### src/rtl/seq_subtractor_if.sv
// Operand/result bundle for the byte-serial subtractor.
// The slave side is the subtractor itself; the master side issues requests.
interface seq_subtractor_if;
  logic        start;
  logic [31:0] in_1;
  logic [31:0] in_2;
  logic        busy;
  logic        done;
  logic [31:0] out_1;
  logic        borrow;

  modport slave (
    input  start, in_1, in_2,
    output busy, done, out_1, borrow
  );

  modport master (
    output start, in_1, in_2,
    input  busy, done, out_1, borrow
  );
endinterface

### src/rtl/seq_subtractor.sv
// 32-bit subtractor that resolves one byte per clock, LSB first, with a
// running borrow; results appear on the completing edge and then hold.
module seq_subtractor (
  input  logic             clk,
  input  logic             rst_n,
  seq_subtractor_if.slave  bus
);

  typedef enum logic [1:0] {
    IDLE = 2'd0,
    RUN  = 2'd1,
    DONE = 2'd2
  } state_t;

  state_t      state, state_nxt;
  logic [31:0] a_q, b_q, acc;
  logic        br;
  logic [1:0]  cnt;
  logic [31:0] res_q;
  logic        res_br_q;
  logic        busy_c, done_c;

  logic        accept;
  logic        last;
  logic [4:0]  lsb;
  logic [7:0]  a_byte, b_byte;
  logic [8:0]  diff;

  assign accept = bus.start && (state == IDLE || state == DONE);
  assign last   = (state == RUN) && (cnt == 2'd3);
  assign lsb    = {cnt, 3'b000};

  // Bit 8 of the 9-bit difference is the borrow out of this byte.
  always_comb begin
    a_byte = a_q[lsb +: 8];
    b_byte = b_q[lsb +: 8];
    diff   = {1'b0, a_byte} - {1'b0, b_byte} - {8'd0, br};
  end

  always_ff @(posedge clk or negedge rst_n) begin
    if (!rst_n) state <= IDLE;
    else        state <= state_nxt;
  end

  always_comb begin
    state_nxt = state;
    case (state)
      IDLE:    state_nxt = bus.start ? RUN : IDLE;
      RUN:     state_nxt = (cnt == 2'd3) ? DONE : RUN;
      DONE:    state_nxt = bus.start ? RUN : IDLE;
      default: state_nxt = IDLE;
    endcase
  end

  always_comb begin
    busy_c = 1'b0;
    done_c = 1'b0;
    case (state)
      RUN:     busy_c = 1'b1;
      DONE:    done_c = 1'b1;
      default: ;
    endcase
  end

  // Operand capture and byte-serial datapath; RUN ignores start entirely.
  always_ff @(posedge clk or negedge rst_n) begin
    if (!rst_n) begin
      a_q <= 32'd0;
      b_q <= 32'd0;
      acc <= 32'd0;
      br  <= 1'b0;
      cnt <= 2'd0;
    end else if (accept) begin
      a_q <= bus.in_1;
      b_q <= bus.in_2;
      acc <= 32'd0;
      br  <= 1'b0;
      cnt <= 2'd0;
    end else if (state == RUN) begin
      acc[lsb +: 8] <= diff[7:0];
      br            <= diff[8];
      cnt           <= cnt + 2'd1;
    end
  end

  // Visible result only moves on the completing edge, so it holds otherwise.
  always_ff @(posedge clk or negedge rst_n) begin
    if (!rst_n) begin
      res_q    <= 32'd0;
      res_br_q <= 1'b0;
    end else if (last) begin
      res_q    <= {diff[7:0], acc[23:0]};
      res_br_q <= diff[8];
    end
  end

  assign bus.busy   = busy_c;
  assign bus.done   = done_c;
  assign bus.out_1  = res_q;
  assign bus.borrow = res_br_q;

endmodule

### src/flat_wrapper.sv
// flat-port wrapper written by rule: the top's interface ports become plain ports
module seq_subtractor_flat 
  (clk, rst_n, bus_start, bus_in_1, bus_in_2, bus_busy, bus_done, bus_out_1, bus_borrow);
  seq_subtractor_if bus_i ();
  input  logic clk;
  input  logic rst_n;
  input wire logic [$bits(bus_i.start)-1:0] bus_start;
  input wire logic [$bits(bus_i.in_1)-1:0] bus_in_1;
  input wire logic [$bits(bus_i.in_2)-1:0] bus_in_2;
  output wire logic [$bits(bus_i.busy)-1:0] bus_busy;
  output wire logic [$bits(bus_i.done)-1:0] bus_done;
  output wire logic [$bits(bus_i.out_1)-1:0] bus_out_1;
  output wire logic [$bits(bus_i.borrow)-1:0] bus_borrow;
  assign bus_i.start = bus_start;
  assign bus_i.in_1 = bus_in_1;
  assign bus_i.in_2 = bus_in_2;
  assign bus_busy = bus_i.busy;
  assign bus_done = bus_i.done;
  assign bus_out_1 = bus_i.out_1;
  assign bus_borrow = bus_i.borrow;
  seq_subtractor u_core (.clk(clk), .rst_n(rst_n), .bus(bus_i));
endmodule
### config.mk
export PLATFORM = sky130hd
export DESIGN_NAME = seq_subtractor_flat
export DESIGN_NICKNAME = d
export VERILOG_FILES = /design/src/rtl/seq_subtractor_if.sv /design/src/rtl/seq_subtractor.sv /design/src/flat_wrapper.sv
export SDC_FILE = /design/constraint.sdc
export NUM_CORES = 1
export LEC_CHECK = 0
export ABC_AREA = 1
export CAP_MARGIN = 20
export CELL_PAD_IN_SITES_DETAIL_PLACEMENT = 0
export CELL_PAD_IN_SITES_GLOBAL_PLACEMENT = 2
export CORE_UTILIZATION = 31
export DETAILED_ROUTE_END_ITERATION = 10
export GPL_TIMING_DRIVEN = 0
export PLACE_DENSITY_LB_ADDON = 0.1
export SYNTH_ARGS = -nofsm -noshare
export SYNTH_HDL_FRONTEND = slang
export SYNTH_SLANG_ARGS = --single-unit
export TNS_END_PERCENT = 50
### constraint.sdc
create_clock -name clk -period 3.54 [get_ports clk]
set_clock_uncertainty 0.2 [all_clocks]
set_input_delay 0.531 -clock clk [delete_from_list [all_inputs] [get_ports clk]]
set_output_delay 0.531 -clock clk [all_outputs]
set_load 0.01 [all_outputs]
==> impl_results.md <==
- Clock share of power: 0.199
- Yosys cell types: 33
- Layout cells sized above 1: 0.1098
- Startpoint types: register
- DR vias/cell: 4.496
- Diodes inserted: 0
- Synth area leader: dfrtp_1
- WHS Endpoint: u_core.b_q[18]
- Pwr/cell area: 1192 nW/um^2
- Slowest stage delay, CP: 410 ps
- Period utilization: 0.9213
- Max Transition Viols Final: 0
- Post-synthesis cell area: 5887 um^2
- CTS buffer count: 17
- GRT Total Usage: 0.1749
- Initial antenna violation count: 0
- Flop pwr share: 0.256
- Area contributors post-synth: dfrtp_1 54%, nand2_1 19%, o21ai_0 3.8%
- Total core area: 18640 um^2
- Crit-path cells: buf_6 -> inv_2 -> buf_6 -> buf_4 -> nand2_1 -> a32o_1 -> ha_1 -> inv_1 -> ha_1 -> a21oi_1 -> nor2_1 -> nor3b_1 -> nand3_1 -> nand3_1 -> nand2_1
- DRT antenna net count: 0
- Iteration-0 DRC Markers: 225
- Post-synthesis instance total: 694
- CP arrival: 3370 ps
- Sw Ratio: 0.4449
- Final hold violations: 0
- Final routed DRC violation total: 0
- Pint: 5.224 mW
- Reg2reg end: u_core.bus.borrow
- GRT overflow: 0
- CTS sink count: 126
- Synth warn: 0
- Cell family with most CP delay: simple AND/OR/NAND/NOR gates
- Skew-Pair Late Insertion Delay: 420 ps
- Synth-to-layout area growth: 34.11%
- Detailed Route WL: 15650 um
- Minimum clock period: 3261 ps
- Worst-case reg-to-reg path depth: 15
- Worst-path clk slew: 60 ps
- Place WS: -188.3 ps
- WL/cell: 14.72 um
- Primary FF master, synth: dfrtp_1
- Crit path max fanout: 10
- Sequential area share after synthesis: 0.5356
- Buf/Inv on CP: 5
- Worst hold start: u_core.b_q[18]
- VDD IR max: 0.5148 mV
- Fmax: 306.6 MHz
- Leak: 3.809 nW
- Worst-margin pin slew: 492.3 ps
- GPL Wtd Cong: 0.7764
- Asr flop ratio synth: 1.000
- Final worst slack: 278.7 ps
- Layout Nets: 901
- Post CTS Setup Buffer Count: 0
- Number of max-cap violations: 0
- Vias in the first global route: 5012
- Initial Util: 0.3158
- Crit Path Class: reg2reg
- CTS tree: done
- Status: finished, final reports clean
- Sum Neg Setup Slack: 0 ps
- Row count: 50
- Slowest library cell on the worst path: dfrtp_1
- Synth top area share: 0.5356
- Die ar.: 19550 um^2
- Die Width: 139.8 um
- Die Height: 139.8 um
- Root Driver: clkbuf_16
- Slew HR: 0.6683
- H-tree lvl count: 4
- Sw power: 4.187 mW
- Io pins: 102
- DR pass1 iterations: 4
- FF+latch count, synth: 126
- # setup viols final: 0
- Launching point of the worst reg2reg path: u_core.cnt[0]
- CP required: 3640 ps
- Wire length of the first global-routing pass: 26320 um
- Hold Crit Class: reg2reg
- Critical Path Stages: 15
- Post-synth EDFFs: 0
- RSZ-0062 raised after global routing: false
- Setup slack, reg-to-reg: 280 ps
- Syn Nets: 779
- CP endpoint kind: register
- # port buffers: 101
- Largest net degree at the start of global routing: 78
- Vias: 4779
- Hold path depth: 2
- Syn_area_per_cell: 8.483 um^2
- Logic pwr share: 0.545
- Detail Placement HPWL: 11710 um
- CTS max path bufs: 2
-- state kept, by name, summed over array words and instances (netlist names) --
| register | cells |
|---|---|
| u_core.acc | 24 |
| u_core.cnt | 2 |
| u_core.bus.out_1 | 32 |
| u_core.a_q | 32 |
| u_core.br | 1 |
| u_core.bus.borrow | 1 |
| u_core.state | 2 |
| u_core.b_q | 32 |
-- routing by layer --
layer,track usage,wire [um]
met1,0.2220,7454
met2,0.2947,7484
met3,0.03407,459
met4,0.06420,252
met5,0,0
-- worst max path at each step --
stage | slack, ps | from | endpoint
after floorplan | 700 | u_core.cnt[0] | u_core.acc[14]
after global placement | -3360 | rst_n | u_core.a_q[12]
after detailed placement | -190 | u_core.cnt[1] | u_core.bus.borrow
after CTS | 50 | u_core.cnt[1] | u_core.bus.borrow
after global routing | 20 | u_core.cnt[1] | u_core.bus.borrow
final | 280 | u_core.cnt[0] | u_core.bus.borrow
-- tightest hold or removal path, stage by stage, from the launching register on --
cell and delay, ps:
dfrtp_1 340, nand2_1 50, nand2_1 40
-- repair_timing --
action | 4_1_cts | 5_1_grt
hold buffers | 1 | 0
resized for setup | 1 | 14
endpoints found under the setup margin | 6 | 14
hold endpoints to repair | 49 | 0
-- layout by cell type, fill, tap and decap left out, types with 2 or more instances in the layout --
cell type          n
nor4_4             2
o21ai_2            2
clkdlybuf4s50_1  100
inv_6              2
buf_2             12
nand4_1            6
nand2_2            8
bufinv_16          4
o21ai_1            9
a32o_1             7
o22ai_2            4
a21oi_1           11
clkinv_2           2
buf_6              5
clkbuf_1           9
inv_1             54
o22ai_1           19
ha_1              15
clkinv_4           2
dfrtp_1          126
clkinv_1           2
clkbuf_4           2
nor2_1            20
or2_2              3
clkinvlp_4         3
nand2_1          293
inv_2              7
o21ai_0           45
buf_4              5
nand3_1           17
clkbuf_16         17
-- final cells by class --
| type | instances | area, um^2 |
|---|---|---|
| multi-input cells | 473 | 2340 |
| repair buffers | 103 | 1050 |
| inverters | 63 | 236.5 |
| fillers | 1933 | 10750 |
| plain buffers | 32 | 192.7 |
| flip-flops and latches | 126 | 3153 |
| clock inverters | 13 | 187.7 |
| clock buffers | 19 | 442.9 |
| well taps | 234 | 292.8 |
-- cell usage after synthesis, drive strengths merged, types with 10 or more instances --
cell	instances
a21oi	11
buf	22
clkbuf	10
dfrtp	126
ha	16
inv	61
nand2	301
nand3	18
nor2	22
o21ai	56
o22ai	23
-- cells by family after synthesis --
logic type,after synthesis,synth area share
simple gates,355,0.2514
flops,126,0.5356
compound gates,99,0.09990
buf+inv,95,0.07078
fa+ha+maj,18,0.04081
xor+xnor,1,0.001488
-- power by group through the flow --
| stage | clock [mW] | combinational [mW] | sequential, mW |
|---|---|---|---|
| final | 1.87 | 5.13 | 2.41 |
| after global routing | 1.98 | 5.80 | 2.51 |
| after CTS | 1.91 | 5.11 | 2.42 |
| after detailed placement | 0 | 5.08 | 2.44 |
| after global placement | 0 | 5.04 | 2.43 |
| after floorplan | 0 | 3.33 | 2.43 |
-- stage by stage --
step / std cells / cell area [um^2] / power, mW / utilization / hold slack [ps]
detailed placement: 1030 / 7219 / 7.522 / 0.3872 / 254.3
global route: 1063 / 7895 / 10.29 / 0.4235 / 285.7
floorplan: 694 / 5887 / 5.761 / - / 35.41
finish: 1063 / 7895 / 9.412 / 0.4235 / 265.0
global placement: 1029 / 7191 / 7.468 / 0.3857 / 254.5
CTS: 1063 / 7861 / 9.441 / 0.4217 / 268.4
Note: power is estimated with default switching activity, not from simulation.
